<file path="src/rtl/program_loader_pkg.sv">
// Shared machine parameters seen by both the processor and the boot loader.
package Isa;
  localparam int INSTRUCTION_SIZE     = 16;
  localparam int MEMORY_ADDRESS_WIDTH = 8;
  localparam int MEMORY_DEPTH         = 1 << MEMORY_ADDRESS_WIDTH;
endpackage

</file>
<file path="src/rtl/program_loader_idle.sv">
// Idle-cycle watchdog: counts consecutive enabled cycles without a clear and
// flags the cycle whose edge completes TIMEOUT_CYCLES idle cycles.
module idle_timer #(
  parameter int TIMEOUT_CYCLES = 1024
) (
  input  logic i_clock,
  input  logic i_reset,
  input  logic i_clear,
  input  logic i_enable,
  output logic o_expired
);
  localparam int W = $clog2(TIMEOUT_CYCLES + 1);
  localparam logic [W-1:0] LAST = W'(TIMEOUT_CYCLES - 1);

  logic [W-1:0] r_count;

  // Count idle cycles; any transfer or leaving the timed states restarts it.
  always_ff @(posedge i_clock or negedge i_reset) begin
    if (!i_reset) begin
      r_count <= '0;
    end else if (!i_enable || i_clear) begin
      r_count <= '0;
    end else if (r_count != LAST) begin
      r_count <= r_count + W'(1);
    end
  end

  assign o_expired = i_enable && !i_clear && (r_count == LAST);
endmodule

</file>
<file path="src/rtl/program_loader.sv">
// Boot loader: receives a byte-serial image (count, word bytes, XOR checksum),
// writes 16-bit words to RAM from address 0 and releases the processor reset
// only after the checksum matches. Errors and success are sticky until reset.
//
// Handshake: a byte moves on a rising edge where i_rx_valid && o_rx_ready;
// o_rx_ready is decoded from state only and never depends on i_rx_valid.
import Isa::*;

module program_loader #(
  parameter int TIMEOUT_CYCLES = 1024
) (
  input  logic                            i_clock,
  input  logic                            i_reset,
  input  logic                            i_rx_valid,
  input  logic [7:0]                      i_rx_data,
  output logic                            o_rx_ready,
  output logic                            o_write_enable,
  output logic [MEMORY_ADDRESS_WIDTH-1:0] o_address,
  output logic [INSTRUCTION_SIZE-1:0]     o_write_data,
  output logic                            o_cpu_reset_n,
  output logic                            o_done,
  output logic                            o_error,
  output logic [2:0]                      o_debug_state
);
  localparam int LOADER_BYTE_WIDTH = 8;

  typedef enum logic [2:0] {
    S_IDLE, S_COUNT, S_HIGH, S_LOW, S_WRITE, S_CHECK, S_DONE, S_ERROR
  } state_t;

  state_t                            r_state;
  logic [8:0]                        r_remaining;
  logic [LOADER_BYTE_WIDTH-1:0]      r_high;
  logic [LOADER_BYTE_WIDTH-1:0]      r_checksum;
  logic [MEMORY_ADDRESS_WIDTH-1:0]   r_address;
  logic [INSTRUCTION_SIZE-1:0]       r_write_data;
  logic                              r_write_enable;
  logic                              r_cpu_reset_n;
  logic                              r_done;
  logic                              r_error;

  logic w_rx_ready;
  logic w_transfer;
  logic w_timer_enable;
  logic w_timer_expired;

  assign w_rx_ready = (r_state == S_COUNT) || (r_state == S_HIGH) ||
                      (r_state == S_LOW)   || (r_state == S_CHECK);
  assign w_transfer = i_rx_valid && w_rx_ready;
  // COUNT is excluded so the loader can wait forever for an image to start.
  assign w_timer_enable = (r_state == S_HIGH) || (r_state == S_LOW) ||
                          (r_state == S_CHECK);

  idle_timer #(.TIMEOUT_CYCLES(TIMEOUT_CYCLES)) u_idle_timer (
    .i_clock   (i_clock),
    .i_reset   (i_reset),
    .i_clear   (w_transfer),
    .i_enable  (w_timer_enable),
    .o_expired (w_timer_expired)
  );

  // Load sequencer with registered RAM write port and status outputs.
  always_ff @(posedge i_clock or negedge i_reset) begin
    if (!i_reset) begin
      r_state        <= S_IDLE;
      r_remaining    <= '0;
      r_high         <= '0;
      r_checksum     <= '0;
      r_address      <= '0;
      r_write_data   <= '0;
      r_write_enable <= 1'b0;
      r_cpu_reset_n  <= 1'b0;
      r_done         <= 1'b0;
      r_error        <= 1'b0;
    end else begin
      r_write_enable <= 1'b0;
      case (r_state)
        S_IDLE: r_state <= S_COUNT;
        S_COUNT: begin
          if (w_transfer) begin
            // A zero count stands for a full 256-word image.
            r_remaining <= (i_rx_data == '0) ? 9'd256 : {1'b0, i_rx_data};
            r_address   <= '0;
            r_checksum  <= '0;
            r_state     <= S_HIGH;
          end
        end
        S_HIGH: begin
          if (w_transfer) begin
            r_high     <= i_rx_data;
            r_checksum <= r_checksum ^ i_rx_data;
            r_state    <= S_LOW;
          end else if (w_timer_expired) begin
            r_error <= 1'b1;
            r_state <= S_ERROR;
          end
        end
        S_LOW: begin
          if (w_transfer) begin
            r_write_data   <= {r_high, i_rx_data};
            r_write_enable <= 1'b1;
            r_checksum     <= r_checksum ^ i_rx_data;
            r_state        <= S_WRITE;
          end else if (w_timer_expired) begin
            r_error <= 1'b1;
            r_state <= S_ERROR;
          end
        end
        S_WRITE: begin
          // Address advances only after the strobe cycle; wrap after the
          // 256th word is harmless because it is not used again.
          r_address   <= r_address + MEMORY_ADDRESS_WIDTH'(1);
          r_remaining <= r_remaining - 9'd1;
          r_state     <= (r_remaining == 9'd1) ? S_CHECK : S_HIGH;
        end
        S_CHECK: begin
          if (w_transfer) begin
            if (i_rx_data == r_checksum) begin
              r_done        <= 1'b1;
              r_cpu_reset_n <= 1'b1;
              r_state       <= S_DONE;
            end else begin
              r_error <= 1'b1;
              r_state <= S_ERROR;
            end
          end else if (w_timer_expired) begin
            r_error <= 1'b1;
            r_state <= S_ERROR;
          end
        end
        S_DONE:  r_state <= S_DONE;
        S_ERROR: r_state <= S_ERROR;
        default: r_state <= S_ERROR;
      endcase
    end
  end

  assign o_rx_ready     = w_rx_ready;
  assign o_write_enable = r_write_enable;
  assign o_address      = r_address;
  assign o_write_data   = r_write_data;
  assign o_cpu_reset_n  = r_cpu_reset_n;
  assign o_done         = r_done;
  assign o_error        = r_error;
  assign o_debug_state  = r_state;
endmodule

</file>
<file path="config.mk">
export PLATFORM = sky130hd
export DESIGN_NAME = program_loader
export DESIGN_NICKNAME = d
export VERILOG_FILES = /design/src/rtl/program_loader_pkg.sv /design/src/rtl/program_loader_idle.sv /design/src/rtl/program_loader.sv
export SDC_FILE = /design/constraint.sdc
export NUM_CORES = 1
export LEC_CHECK = 0
export ABC_AREA = 1
export CORE_MARGIN = 5
export CORE_UTILIZATION = 55
export DETAILED_ROUTE_END_ITERATION = 8
export PLACE_DENSITY = 0.86
export SLEW_MARGIN = 15
export SYNTH_ARGS = -nofsm -noshare
export SYNTH_HDL_FRONTEND = slang
export SYNTH_HIERARCHICAL = 1
export SYNTH_SLANG_ARGS = --single-unit
</file>
<file path="constraint.sdc">
create_clock -name i_clock -period 4.26 [get_ports i_clock]
set_input_delay 0.852 -clock i_clock [delete_from_list [all_inputs] [get_ports i_clock]]
set_output_delay 0.852 -clock i_clock [all_outputs]
set_load 0.02 [all_outputs]
</file>
== After elaboration in Yosys (flattened, before gate mapping) ==
Index checks and enable logic that the tools add are counted.

* Equal/unequal tests: 15
* Bitwise logic cells: 1
* Reduce and logical (&&, ||, !) cells: 24
* Muxes and demuxes: 24
* $add $sub $neg: 3

{| class="wikitable"
|+ Operators by type and width
! cell !! number
|-
| $pmux 8 s2 || 2
|-
| $pmux 3 s8 || 1
|-
| $mux 11 || 2
|-
| $mux 3 || 6
|-
| $mux 9 || 2
|-
| $pmux 9 s2 || 1
|-
| $mux 8 || 2
|-
| $eq 3x3->1 const B || 4
|-
| $add 11x1->11 const B || 1
|-
| $eq 11x10->1 const B || 1
|-
| $ne 11x10->1 const B || 1
|-
| $eq 9x1->1 const B || 1
|-
| $reduce_and 3->1 || 3
|-
| $sub 9x1->9 const B || 1
|-
| $add 8x1->8 const B || 1
|-
| $eq 8x8->1 || 1
|-
| $logic_not 8->1 || 1
|-
| $reduce_bool 2->1 || 4
|-
| $xor 8x8->8 || 1
|-
| $mux 1 || 7
|-
| $eq 3x2->1 const B || 2
|-
| $logic_or 1x1->1 || 6
|-
| $reduce_and 2->1 || 3
|-
| $ne 2x1->1 const B || 2
|-
| other kinds (8) || 11
|}

* Register bits: 66
* Input port bits: 11
* Output and inout port bits: 32
* Word-level logic and storage cells: 77

== Logic depth before layout (Yosys ltp) ==
Gate-level depths: netlist of run 1.

* Word-level depth: 11
* Depth in mapped cells: 15
* Mapped depth without buffers: 15

== Hierarchy ==
The synthesis of run 1 kept the hierarchy.

{| class="wikitable"
|+ By module, submodules not included
! module !! instances !! cells an instance !! sequential area each (um^2) !! area each (um^2)
|-
| program_loader || 1 || 329 || 1,376.3 || 2,723.9
|-
| idle_timer || 1 || 92 || 275.3 || 678.2
|}

== Least setup slack after synthesis of run 1 ==
OpenSTA, ideal clock, no wires.

* Path kind: reg-to-reg
* From: register r_state[2], in the netlist o_debug_state[2]
* To: register r_state[1], in the netlist o_debug_state[1]
* Data required time: 4,197 ps
* Buffers on the path: 1
* Arrival time: 2,046 ps
* Cell stages (with the launch flop): 16
* Clock period less this slack: 2,108 ps
* Setup time: 63 ps
* Setup slack: 2,152 ps
* Cell sequence: dfrtp_1 inv_2 nand2_4 buf_6 nand2_1 nand2_1 inv_1 nor2_1 inv_1 nor2_1 nor2_1 nand2_1 nand2_1 nand4_1 nand2_1 inv_1

* Longest elaborated chain between the ends: 11
* Elaborated cells on any way between the ends: 23
* Those cells by class: eq/ne (8); mux (5); reduce/logical (10)

{| class="wikitable"
|+ RTL lines
! what !! line !! RTL
|-
| start, declared || program_loader.sv:31 || <nowiki>state_t r_state;</nowiki>
|-
| start signal, assigned || program_loader.sv:114 || <nowiki>r_state <= (r_remaining == 9'd1) ? S_CHECK : S_HIGH;</nowiki>
|-
| $eq 3x1->1 or $eq 3x2->1 (tied branches) || program_loader.sv:47 || <nowiki>assign w_rx_ready = (r_state == S_COUNT) || (r_state == S_HIGH) ||</nowiki>
|-
| $logic_or 1x1->1 (2 in series) || program_loader.sv:47 ||
|-
| $logic_or 1x1->1 * || program_loader.sv:48 || <nowiki>(r_state == S_LOW) || (r_state == S_CHECK);</nowiki>
|-
| via o_rx_ready || program_loader.sv:16 || <nowiki>output logic o_rx_ready,</nowiki>
|-
| $logic_and 1x1->1 * || program_loader.sv:49 || <nowiki>assign w_transfer = i_rx_valid && w_rx_ready;</nowiki>
|-
| via w_transfer || program_loader.sv:43 || <nowiki>logic w_transfer;</nowiki>
|-
| $logic_not 1->1 * || program_loader_idle.sv:28 || <nowiki>assign o_expired = i_enable && !i_clear && (r_count == LAST);</nowiki>
|-
| $logic_and 1x1->1 * (2 in series) || program_loader_idle.sv:28 ||
|-
| via w_timer_expired || program_loader.sv:45 || <nowiki>logic w_timer_expired;</nowiki>
|-
| $mux 3 * || - ||
|-
| $mux 3, on equally long branches || program_loader.sv:117, program_loader.sv:89, program_loader.sv:99 ||
|-
| $pmux 3 s8 * || program_loader.sv:77 || <nowiki>case (r_state)</nowiki>
|}

The timed path passes the listed nets; every way through them passes the cells marked *.
A chain may end at the register's enable or synchronous reset.

== Final worst setup path of run 1 ==
* From: register r_state[2], in the netlist o_debug_state[2]
* To: output port o_rx_ready

* Longest elaborated chain between the ends: 4
* Elaborated cells on any way between the ends: 7
* Those cells by class: eq/ne (4); reduce/logical (3)

{| class="wikitable"
|+ RTL lines
! what !! line
|-
| $eq 3x1->1 or $eq 3x2->1 (tied branches) || program_loader.sv:47
|-
| $logic_or 1x1->1 (2 in series) || program_loader.sv:47
|-
| $logic_or 1x1->1 * || program_loader.sv:48
|-
| end, declared || program_loader.sv:16
|}

Every way passes the cells marked *; elsewhere a longest branch is shown, timed or not.

==> results.txt, run 1 <==
Antenna cells: 0
# IOs: 43
Setup TNS: 0 ps
Yosys cell types: 33
CP Max Fanout: 12
Ys Warns: 6
Die height: 88.65 µm
Clock Sinks: 66
DR vias: 2,911
Number of flops mapped to enable cells by yosys: 0
Final setup vio count: 0
Most common cell in the netlist: nand2_1
Synth area leader: dfrtp_1
CTS Hold Bufs: 0
Synth Register Bits: 66
Nets: 481
GPL Wtd Cong: 0.9168
CP required: 3410 ps
WL final: 7692 µm
Netlist Area Pre-Place: 3402 µm²
Register clock-pin slew on the reported worst setup and hold paths: 70 ps
Post-DP Area: 3845 µm²
Max Slew Vio Count: 0
DP HPWL: 5586 µm
DRT met1 WL: 3586 µm
Top FF cell, synth: dfrtp_1
Max Clock Freq: 378.1 MHz
Die footprint: 7858 µm²
Die Width: 88.65 µm
H-tree levels: 3
Total setup buffers inserted after CTS: 0
Clock Latency Late Sink: 340 ps
Fill count: 490
Worst Hold End: o_error
Hold Path Origin: o_error
R2R Path End: o_error
CTS tree: built
Max Clock Skew: 8.564 ps
DR WL/cell: 14.11 µm
Clock root buffer: clkbuf_8
Max_slew headroom: 59.05%
Initial antenna violation count: 0
Worst reg2reg setup slack: 2110 ps
Design Area, Final: 4051 µm²
Final hold violation count: 0
Top-area cell type share of the netlist area: 48.55%
Cells after Synth: 421
Crit path kind: reg2out
First DRT Iteration DRCs: 224
TritonRoute pass-1 iters: 5
Layout cells sized above 1: 8.936%
Total grt overflow: 0
Critical path capture point type: primary output
Hold Crit Depth: 2
Status: finished, final reports clean
Clock Tree Buf Depth: 2
Post-synth ARST share: 100.0%
Syn Area/Cell: 8.081 µm²
Synth area leaders: dfrtp_1 49%, nand2_1 14%, inv_1 5.4%
Tcrit/Tclk final: 62.08%
Area Overhead vs Synth: 19.09%
Worst Hold Class: reg2reg
CORE AREA: 5956 µm²
Mapped Nets: 436
Power Density: 297.2 nW/µm²
Cells on worst reg2reg path: 14
Row count: 28
Met3 WL: 453 µm
Top post-synthesis cells by count: 129 x nand2_1, 66 x dfrtp_1, 49 x inv_1
First-pass GRT wire length: 12,900 µm
Final antenna-violating net count: 0
WP data arrival: 1790 ps
Largest net degree at the start of global routing: 51
RSZ-0062 raised after global routing: no
Area of the multi-input gates: 1466 µm²
Startpoint Class: flip-flop
VDD IR-drop max: 0.2090 mV
Leakage: 2.008 nW
# DRC: 0
Sequential area share after synthesis: 48.55%
Num CTS Buffers: 9
# port buffers: 42
Reg2reg start: o_debug_state[1]
DR vias/cell: 5.341
Vias in the first global route: 2,809
Final Util: 68.03%
Fin crit period: 2645 ps
FF+latch area: 1652 µm²
Slew @ Worst Pin: 614.2 ps
Top Layer Used: met4
GRT Overall Usage: 21.23%
Effective utilization at floorplan: 57.12%
DR WL met2: 3536 µm
Max-cap viol count: 0
PostCTS Resize Cnt: 0
==> per-layer routing <==
layer  global-route usage (%)  up-vias
li1                         -     1451
met4                    6.731        0
met5                        0        -
met2                    34.14       93
met3                    5.680       12
met1                    28.03     1355
==> cells in the final DEF, fill, tap and decap left out, types with 8 or more instances in the layout <==
cell type	count
xnor2_1	8
clkbuf_8	12
inv_1	49
clkdlybuf4s50_1	41
nand2_1	129
dfrtp_1	66
nor2_1	35
nand3_1	35
o21ai_0	19
==> critical path: stages (launching register included) <==
cell and delay (ps):
dfrtp_1 470, inv_2 140, nand2_4 120, nand2_1 120, clkdlybuf4s50_1 610
==> metrics by stage <==
| stage | std cells | power [mW] | worst slack [ps] | hold WS (ps) |
|---|---|---|---|---|
| after global routing | 545 | 1.244 | 1530 | 501.0 |
| after detailed placement | 530 | 0.6790 | 1579 | 454.7 |
| final | 545 | 1.204 | 1615 | 474.2 |
| after global placement | 530 | 0.6782 | 1621 | 453.6 |
| after CTS | 545 | 1.214 | 1612 | 479.4 |
| after floorplan | 421 | 0.6501 | 2152 | 449.2 |
==> final cells by class <==
class,count,share of cell area [%]
Inverter,54,5.003
Tap cell,75,2.316
Multi-Input combinational cell,291,36.20
Timing Repair Buffer,44,10.69
Clock inverter,2,0.8647
Sequential cell,66,40.77
Clock buffer,13,4.169
==> state kept, by name, summed over array words and instances, names as in the netlist <==
register,count
o_write_enable,1
o_done,1
r_checksum,8
o_write_data,16
o_debug_state,3
r_high,8
r_remaining,9
o_address,8
u_idle_timer/r_count,11
o_error,1
==> logic make-up after synthesis <==
kind of cell | after synthesis | share of synthesized area (%)
AOI/OAI and AO/OA | 51 | 9.673
and+or+nand+nor | 227 | 29.64
adders and majority gates | 4 | 1.471
xor gates and xnor gates | 9 | 2.317
buffers and inverters | 64 | 8.349
DFF | 66 | 48.55
==> worst max path at each step <==
stage	start	to	slack [ps]	cells past startpoint
2_1_floorplan	o_debug_state[2]	o_debug_state[1]	2150	15
3_3_place_gp	i_rx_valid	o_error	1620	11
3_5_place_dp	i_rx_valid	o_error	1580	11
4_1_cts	o_debug_state[2]	o_rx_ready	1610	4
5_1_grt	o_debug_state[2]	o_rx_ready	1530	4
6_report	o_debug_state[2]	o_rx_ready	1620	4
==> where the power goes <==
| part | switching [mW] | leakage (nW) | internal [mW] |
|---|---|---|---|
| combinational | 0.0275 | 1.09 | 0.0126 |
| clock | 0.223 | 0.106 | 0.314 |
| sequential | 0 | 0.813 | 0.627 |
(Power assumes the default switching activity.)
==> inputs of run 2 (changes only) <==
--- a/config.mk
+++ b/config.mk
@@ -7,9 +7,9 @@
 export LEC_CHECK = 0
 export ABC_AREA = 1
 export CORE_MARGIN = 5
-export CORE_UTILIZATION = 55
+export CORE_UTILIZATION = 50
 export DETAILED_ROUTE_END_ITERATION = 8
-export PLACE_DENSITY = 0.86
+export PLACE_DENSITY = 0.83
 export SLEW_MARGIN = 15
 export SYNTH_ARGS = -nofsm -noshare
 export SYNTH_HDL_FRONTEND = slang
==> constraint.sdc (replaced) <==
create_clock -name i_clock -period 2.22 [get_ports i_clock]
set_input_delay 0.444 -clock i_clock [delete_from_list [all_inputs] [get_ports i_clock]]
set_output_delay 0.444 -clock i_clock [all_outputs]
set_load 0.02 [all_outputs]
==> results.txt, run 2 (synthesis results as in run 1) <==
First DRT Iteration DRCs: 166 (was 224)
# port buffers: 42 (unchanged)
VDD IR-drop max: 0.3235 mV (was 0.2090 mV)
Slew @ Worst Pin: 630.0 ps (was 614.2 ps)
Num CTS Buffers: 9 (unchanged)
DR WL/cell: 14.03 µm (was 14.11 µm)
Total grt overflow: 0 (unchanged)
Setup ws final: 219.5 ps (was 1615 ps)
Critical path startpoint: o_debug_state[2] (unchanged)
Max Clock Skew: 5.544 ps (was 8.564 ps)
Power Density: 571.0 nW/µm² (was 297.2 nW/µm²)
Max-cap viol count: 0 (unchanged)
Die footprint: 8553 µm² (was 7858 µm²)
TritonRoute pass-1 iters: 4 (was 5)
Final antenna-violating net count: 0 (unchanged)
Hold_ws: 113.7 ps (was 474.2 ps)
Max reg flops: 16 (unchanged)
Max_slew headroom: 58.00% (was 59.05%)
First-pass GRT wire length: 13,670 µm (was 12,900 µm)
Tcrit/Tclk final: 90.11%
Largest net degree at the start of global routing: 41 (was 51)
# DRC: 0 (unchanged)
Clock Tree Buf Depth: 2 (unchanged)
Crit path kind: reg2out (unchanged)
Final setup vio count: 0 (unchanged)
CTS tree: built (unchanged)
Register clock-pin slew on the reported worst setup and hold paths: 80 ps (was 70 ps)
Max Slew Vio Count: 0 (unchanged)
Sequential share of power: 51.5% (was 52.0%)
Critical path capture point type: primary output (unchanged)
Die Width: 92.49 µm (was 88.65 µm)
Commonest non-fill, non-tap cell in the layout: nand2_1 (unchanged)
Initial antenna violation count: 0 (unchanged)
Clock root buffer: clkbuf_8 (unchanged)
DP HPWL: 5641 µm (was 5586 µm)
CORE AREA: 6719 µm² (was 5956 µm²)
Switching share of power: 22.51% (was 20.79%)
Row count: 30 (was 28)
CP required: 1780 ps (was 3410 ps)
Final hold violation count: 0 (unchanged)
R2R Path End: o_debug_state[0] (was o_error)
Area Overhead vs Synth: 20.08% (was 19.09%)
Clock Latency Late Sink: 340 ps (about the same)
Comb power frac: 3.4% (was 3.3%)
CTS Hold Bufs: 0 (unchanged)
Worst reg2reg setup slack: 220 ps (was 2110 ps)
Layout cells sized above 1: 9.725% (was 8.936%)
Startpoint Class: flip-flop (unchanged)
Worst setup path end: o_rx_ready (unchanged)
Total setup buffers inserted after CTS: 0 (unchanged)
DR vias: 2,957 (was 2,911)
Nets: 483 (was 481)
WL final: 7758 µm (was 7692 µm)
Cells on worst reg2reg path: 15 (was 14)
Effective utilization at floorplan: 50.63% (was 57.12%)
CP Max Fanout: 12 (unchanged)
H-tree levels: 3 (unchanged)
WP data arrival: 1560 ps (was 1790 ps)
Max Clock Freq: 499.9 MHz
DR vias/cell: 5.347 (was 5.341)
Reg2reg start: o_debug_state[1] (unchanged)
# IOs: 43 (unchanged)
Power share of the clock group: 45.1% (was 44.6%)
Total power: 2.333 mW (was 1.204 mW)
Clock Sinks: 66 (unchanged)
Final Util: 60.80% (was 68.03%)
Fin cells: 553 (was 545)
Leakage: 2.020 nW (was 2.008 nW)
Vias in the first global route: 2,946 (was 2,809)
Placed Instances: 537 (was 530)
Worst Hold Class: in2async (was reg2reg)
GPL Wtd Cong: 0.9473 (was 0.9168)
Internal Power: 1.807 mW (was 0.9537 mW)
Switching pwr: 0.5251 mW (was 0.2502 mW)
GRT Overall Usage: 19.71% (was 21.23%)
Fill count: 582 (was 490)
Antenna cells: 0 (unchanged)
Place WS: 182.1 ps (was 1579 ps)
Fin crit period: 2000 ps
Die height: 92.49 µm (was 88.65 µm)
Status: finished, final reports clean (unchanged)
Most frequent cells in the layout: 129 x nand2_1, 66 x dfrtp_1, 49 x inv_1 (unchanged)
==> run 2: changes by cell type in the layout (fill, tap and decap cells not counted), sizes merged <==
| cell | before | now |
|---|---|---|
| clkdlybuf4s50 | 41 | 40 |
| clkbuf | 13 | 12 |
| clkinvlp | 0 | 2 |
| buf | 3 | 5 |
| dlygate4sd2 | 0 | 1 |
==> run 2: critical path: stages (launching register included) <==
cell           delay (ps)
dfrtp_1               480
inv_2                 150
nand2_4               120
nand2_1               130
dlygate4sd2_1         340
==> run 2: power groups by stage <==
stage / clock (mW) / sequential, mW / combinational, mW
finish: 1.05 / 1.20 / 0.0794
global route: 1.12 / 1.20 / 0.0886
CTS: 1.07 / 1.20 / 0.0818
detailed placement: 0 / 1.22 / 0.0813
global placement: 0 / 1.22 / 0.0808
floorplan: 0 / 1.23 / 0.0222
==> run 2: repair_timing <==
action,in CTS,in global routing
resized for setup,1,1
pin swaps,0,0
hold endpoints to repair,0,0
setup endpoints to repair,1,4
==> run 2: through the flow <==
step / instance area [µm²] / setup TNS [ps]
2_1_floorplan: 3402 / 0
3_3_place_gp: 3879 / 0
3_5_place_dp: 3879 / 0
4_1_cts: 4083 / 0
5_1_grt: 4085 / -15.38
6_report: 4085 / 0
==> run 2: layout make-up <==
cell class	instances	area [µm²]	area share, %
well taps	80	100.1	2.450
clock inverters	4	50.05	1.225
inverters	54	202.7	4.962
clock buffers	12	155.1	3.798
flip-flops and latches	66	1652	40.43
multi-input cells	291	1469	35.96
repair buffers	46	456.7	11.18
==> run 2: worst min path at each step <==
| stage | cells past startpoint | start | endpoint |
|---|---|---|---|
| after floorplan | 0 | i_reset | o_address[0] |
| after global placement | 2 | o_error | o_error |
| after detailed placement | 2 | o_write_data[8] | o_write_data[8] |
| after CTS | 1 | i_reset | o_write_data[12] |
| after global routing | 1 | i_reset | o_write_data[12] |
| final | 1 | i_reset | o_write_data[12] |
==> run 2: routing by layer <==
metal  share of wire, %  up-vias  GRT usage, %
li1                   -     1452             -
met1                 44     1408         25.38
met2                 50       87         33.29
met3                5.2       10         3.412
met4                1.1        0         7.178
met5                  0        -             0
==> inputs of run 3 (changes only) <==
--- a/config.mk
+++ b/config.mk
@@ -7,11 +7,10 @@
 export LEC_CHECK = 0
 export ABC_AREA = 1
 export CORE_MARGIN = 5
-export CORE_UTILIZATION = 50
+export CORE_UTILIZATION = 49
 export DETAILED_ROUTE_END_ITERATION = 8
-export PLACE_DENSITY = 0.83
+export PLACE_DENSITY = 0.82
 export SLEW_MARGIN = 15
 export SYNTH_ARGS = -nofsm -noshare
 export SYNTH_HDL_FRONTEND = slang
-export SYNTH_HIERARCHICAL = 1
 export SYNTH_SLANG_ARGS = --single-unit
==> results.txt, run 3 <==
Internal Power: 1.703 mW (was 1.807 mW)
Fin crit period: 2142 ps (was 2000 ps)
DR vias/cell: 5.321 (was 5.347)
Most common cell in the netlist: nand2_1 (unchanged)
Yosys cell types: 32 (was 33)
Effective utilization at floorplan: 50.63% (about the same)
Vias in the first global route: 2,730 (was 2,946)
VDD IR-drop max: 0.3837 mV (was 0.3235 mV)
Syn Area/Cell: 8.123 µm² (was 8.081 µm²)
CTS tree: built (unchanged)
Startpoint Class: flip-flop (unchanged)
Switching pwr: 0.5202 mW (was 0.5251 mW)
Setup TNS: 0 ps (unchanged)
Max_slew headroom: 57.07% (was 58.00%)
Register clock-pin slew on the reported worst setup and hold paths: 70 ps (was 80 ps)
Power share of the clock group: 40.8% (was 45.1%)
Largest net degree at the start of global routing: 28 (was 41)
Number of flops mapped to enable cells by yosys: 0 (unchanged)
WP data arrival: 1700 ps (was 1560 ps)
Clock Latency Late Sink: 340 ps (about the same)
Synth Register Bits: 66 (unchanged)
Leakage: 1.931 nW (was 2.020 nW)
CP required: 1780 ps (about the same)
Final hold violation count: 0 (unchanged)
Slew @ Worst Pin: 643.9 ps (was 630.0 ps)
Cells after Synth: 398 (was 421)
Max Clock Freq: 466.9 MHz (was 499.9 MHz)
Sequential area share after synthesis: 51.08% (was 48.55%)
Ys Warns: 0 (was 6)
Tcrit/Tclk final: 96.48% (was 90.11%)
CP Buf/Inv Count: 2 (unchanged)
Final Util: 61.54% (was 60.80%)
Worst reg2reg setup slack: 530 ps (was 220 ps)
GPL Wtd Cong: 0.8563 (was 0.9473)
Most frequent cells in the layout: 114 x nand2_1, 65 x dfrtp_1, 55 x inv_1 (was 129 x nand2_1, 66 x dfrtp_1, 49 x inv_1)
Die Width: 91.23 µm (was 92.49 µm)
CP Max Fanout: 5 (was 12)
Crit path kind: reg2out (unchanged)
Max-cap viol count: 0 (unchanged)
Power Density: 565.7 nW/µm² (was 571.0 nW/µm²)
Top Layer Used: met4 (unchanged)
Clock Tree Buf Depth: 2 (unchanged)
Mapped Nets: 413 (was 436)
RSZ-0062 raised after global routing: no
Status: finished, final reports clean (unchanged)
Max Slew Vio Count: 0 (unchanged)
Fill count: 544 (was 582)
Antenna cells: 0 (unchanged)
Area Overhead vs Synth: 21.56% (was 20.08%)
First-pass GRT wire length: 12,680 µm (was 13,670 µm)
DP HPWL: 5365 µm (was 5641 µm)
Layout cells sized above 1: 8.628% (was 9.725%)
Sequential share of power: 54.6% (was 51.5%)
Critical path capture point type: primary output (unchanged)
DR WL met2: 3546 µm (was 3889 µm)
# port buffers: 42 (unchanged)
Total grt overflow: 0 (unchanged)
Synth area leader: dfrtp_1 (unchanged)
Synth area leaders: dfrtp_1 51%, nand2_1 13%, inv_1 6.4% (was dfrtp_1 49%, nand2_1 14%, inv_1 5.4%)
Comb power frac: 4.6% (was 3.4%)
Die footprint: 8323 µm² (was 8553 µm²)
Final setup vio count: 0 (unchanged)
Top-area cell type share of the netlist area: 51.08% (was 48.55%)
Post-synth ARST share: 100.0% (unchanged)
Worst Hold Class: in2async (unchanged)
CORE AREA: 6386 µm² (was 6719 µm²)
Met3 WL: 288 µm (was 400 µm)
Cell Chain, Critical Path: inv_1 > nand2_2 > nand2_1 > clkdlybuf4s50_1 (was inv_2 > nand2_4 > nand2_1 > dlygate4sd2_1)
Crit path max-delay family: buffers and inverters (unchanged)
Die height: 91.23 µm (was 92.49 µm)
WL final: 7277 µm (was 7758 µm)
Clock Sinks: 66 (unchanged)
Top FF cell, synth: dfrtp_1 (unchanged)
Setup ws final: 78.19 ps (was 219.5 ps)
Max reg flops: 16 (unchanged)
CP max stage cell: clkdlybuf4s50_1 (was dfrtp_1)
Worst path depth: 4 (unchanged)
DR WL/cell: 13.76 µm (was 14.03 µm)
Commonest non-fill, non-tap cell in the layout: nand2_1 (unchanged)
Final antenna-violating net count: 0 (unchanged)
Total power: 2.223 mW (was 2.333 mW)
Row count: 29 (was 30)
Initial antenna violation count: 0 (unchanged)
# IOs: 43 (unchanged)
Top post-synthesis cells by count: 114 x nand2_1, 66 x dfrtp_1, 55 x inv_1 (was 129 x nand2_1, 66 x dfrtp_1, 49 x inv_1)
First DRT Iteration DRCs: 117 (was 166)
Nets: 463 (was 483)
Cells on worst reg2reg path: 9 (was 15)
Num CTS Buffers: 9 (unchanged)
# DRC: 0 (unchanged)
CP peak stage delay: 620 ps (was 480 ps)
TritonRoute pass-1 iters: 4 (unchanged)
H-tree levels: 3 (unchanged)
GRT Overall Usage: 18.70% (was 19.71%)
Max Clock Skew: 6.424 ps (was 5.544 ps)
Place WS: 176.2 ps (was 182.1 ps)
Clock root buffer: clkbuf_8 (unchanged)
Netlist Area Pre-Place: 3233 µm² (was 3402 µm²)
Switching share of power: 23.40% (was 22.51%)
DRT met1 WL: 3288 µm (was 3380 µm)
DR vias: 2,815 (was 2,957)
==> run 3: cell count changes after synthesis, moves of 3 or more <==
cell / delta
o21ai_2: -7
o22ai_1: +8
nand2_1: -15
nand3_1: -10
o21ai_1: +8
a31oi_1: +3
a21oi_1: +9
nor2_1: -10
o31ai_1: -6
xnor2_1: -5
inv_1: +6
nor3_1: -3
==> run 3: cell families (layout without fill, tap and decap cells) <==
family	Yosys count	in the layout	share of synthesized area, %
AO/OA/AOI/OAI	69	69	12.46
AND/OR/NAND/NOR	187	187	24.96
flip-flops	66	66	51.08
adder cells (fa/ha/maj)	4	4	1.548
XOR/XNOR	4	4	1.084
buffers and inverters	68	122	8.862
==> run 3: worst paths after layout <==
check                                         from               end
max in group asynchronous                  i_reset  o_debug_state[1]
hold reg to reg                            o_error           o_error
setup / recovery                  o_debug_state[2]        o_rx_ready
hold / removal                             i_reset  o_write_data[13]
min in group i_clock                       o_error           o_error
setup reg to reg           u_idle_timer.r_count[0]  o_debug_state[0]
==> run 3: power by group through the flow <==
stage | registers (mW) | logic, mW | clock network [mW]
3_3_place_gp | 1.24 | 0.0998 | 0
2_1_floorplan | 1.24 | 0.0370 | 0
6_report | 1.21 | 0.101 | 0.908
3_5_place_dp | 1.24 | 0.102 | 0
5_1_grt | 1.21 | 0.113 | 0.994
4_1_cts | 1.21 | 0.103 | 0.932
==> run 3: per-layer routing <==
layer | vias to the layer above | GRT usage (%)
met4 | 0 | 8.680
met5 | - | 0
li1 | 1391 | -
met3 | 16 | 5.455
met2 | 77 | 28.97
met1 | 1331 | 24.20
==> run 3: what timing repair did <==
action                                  in CTS  in global routing
buffers inserted                             0                  0
hold buffers                                 0                  0
gates resized for setup                      0                  1
endpoints found under the setup margin       0                  1
==> run 3: cell type report <==
type	instances	area (µm²)	share of cell area (%)
inverters	59	221.5	5.635
clock buffers	11	151.4	3.852
flip-flops and latches	66	1653	42.06
repair buffers	48	485.5	12.35
multi-input cells	264	1295	32.95
well taps	77	96.34	2.451
clock inverters	4	27.53	0.7004
==> run 3: stage by stage <==
step / std cells / hold slack [ps] / instance area [µm²]
after floorplan: 398 / 148.4 / 3233
after detailed placement: 514 / 458.1 / 3750
final: 529 / 121.2 / 3930
after global placement: 514 / 448.6 / 3750
after CTS: 529 / 127.4 / 3929
after global routing: 529 / 153.4 / 3930
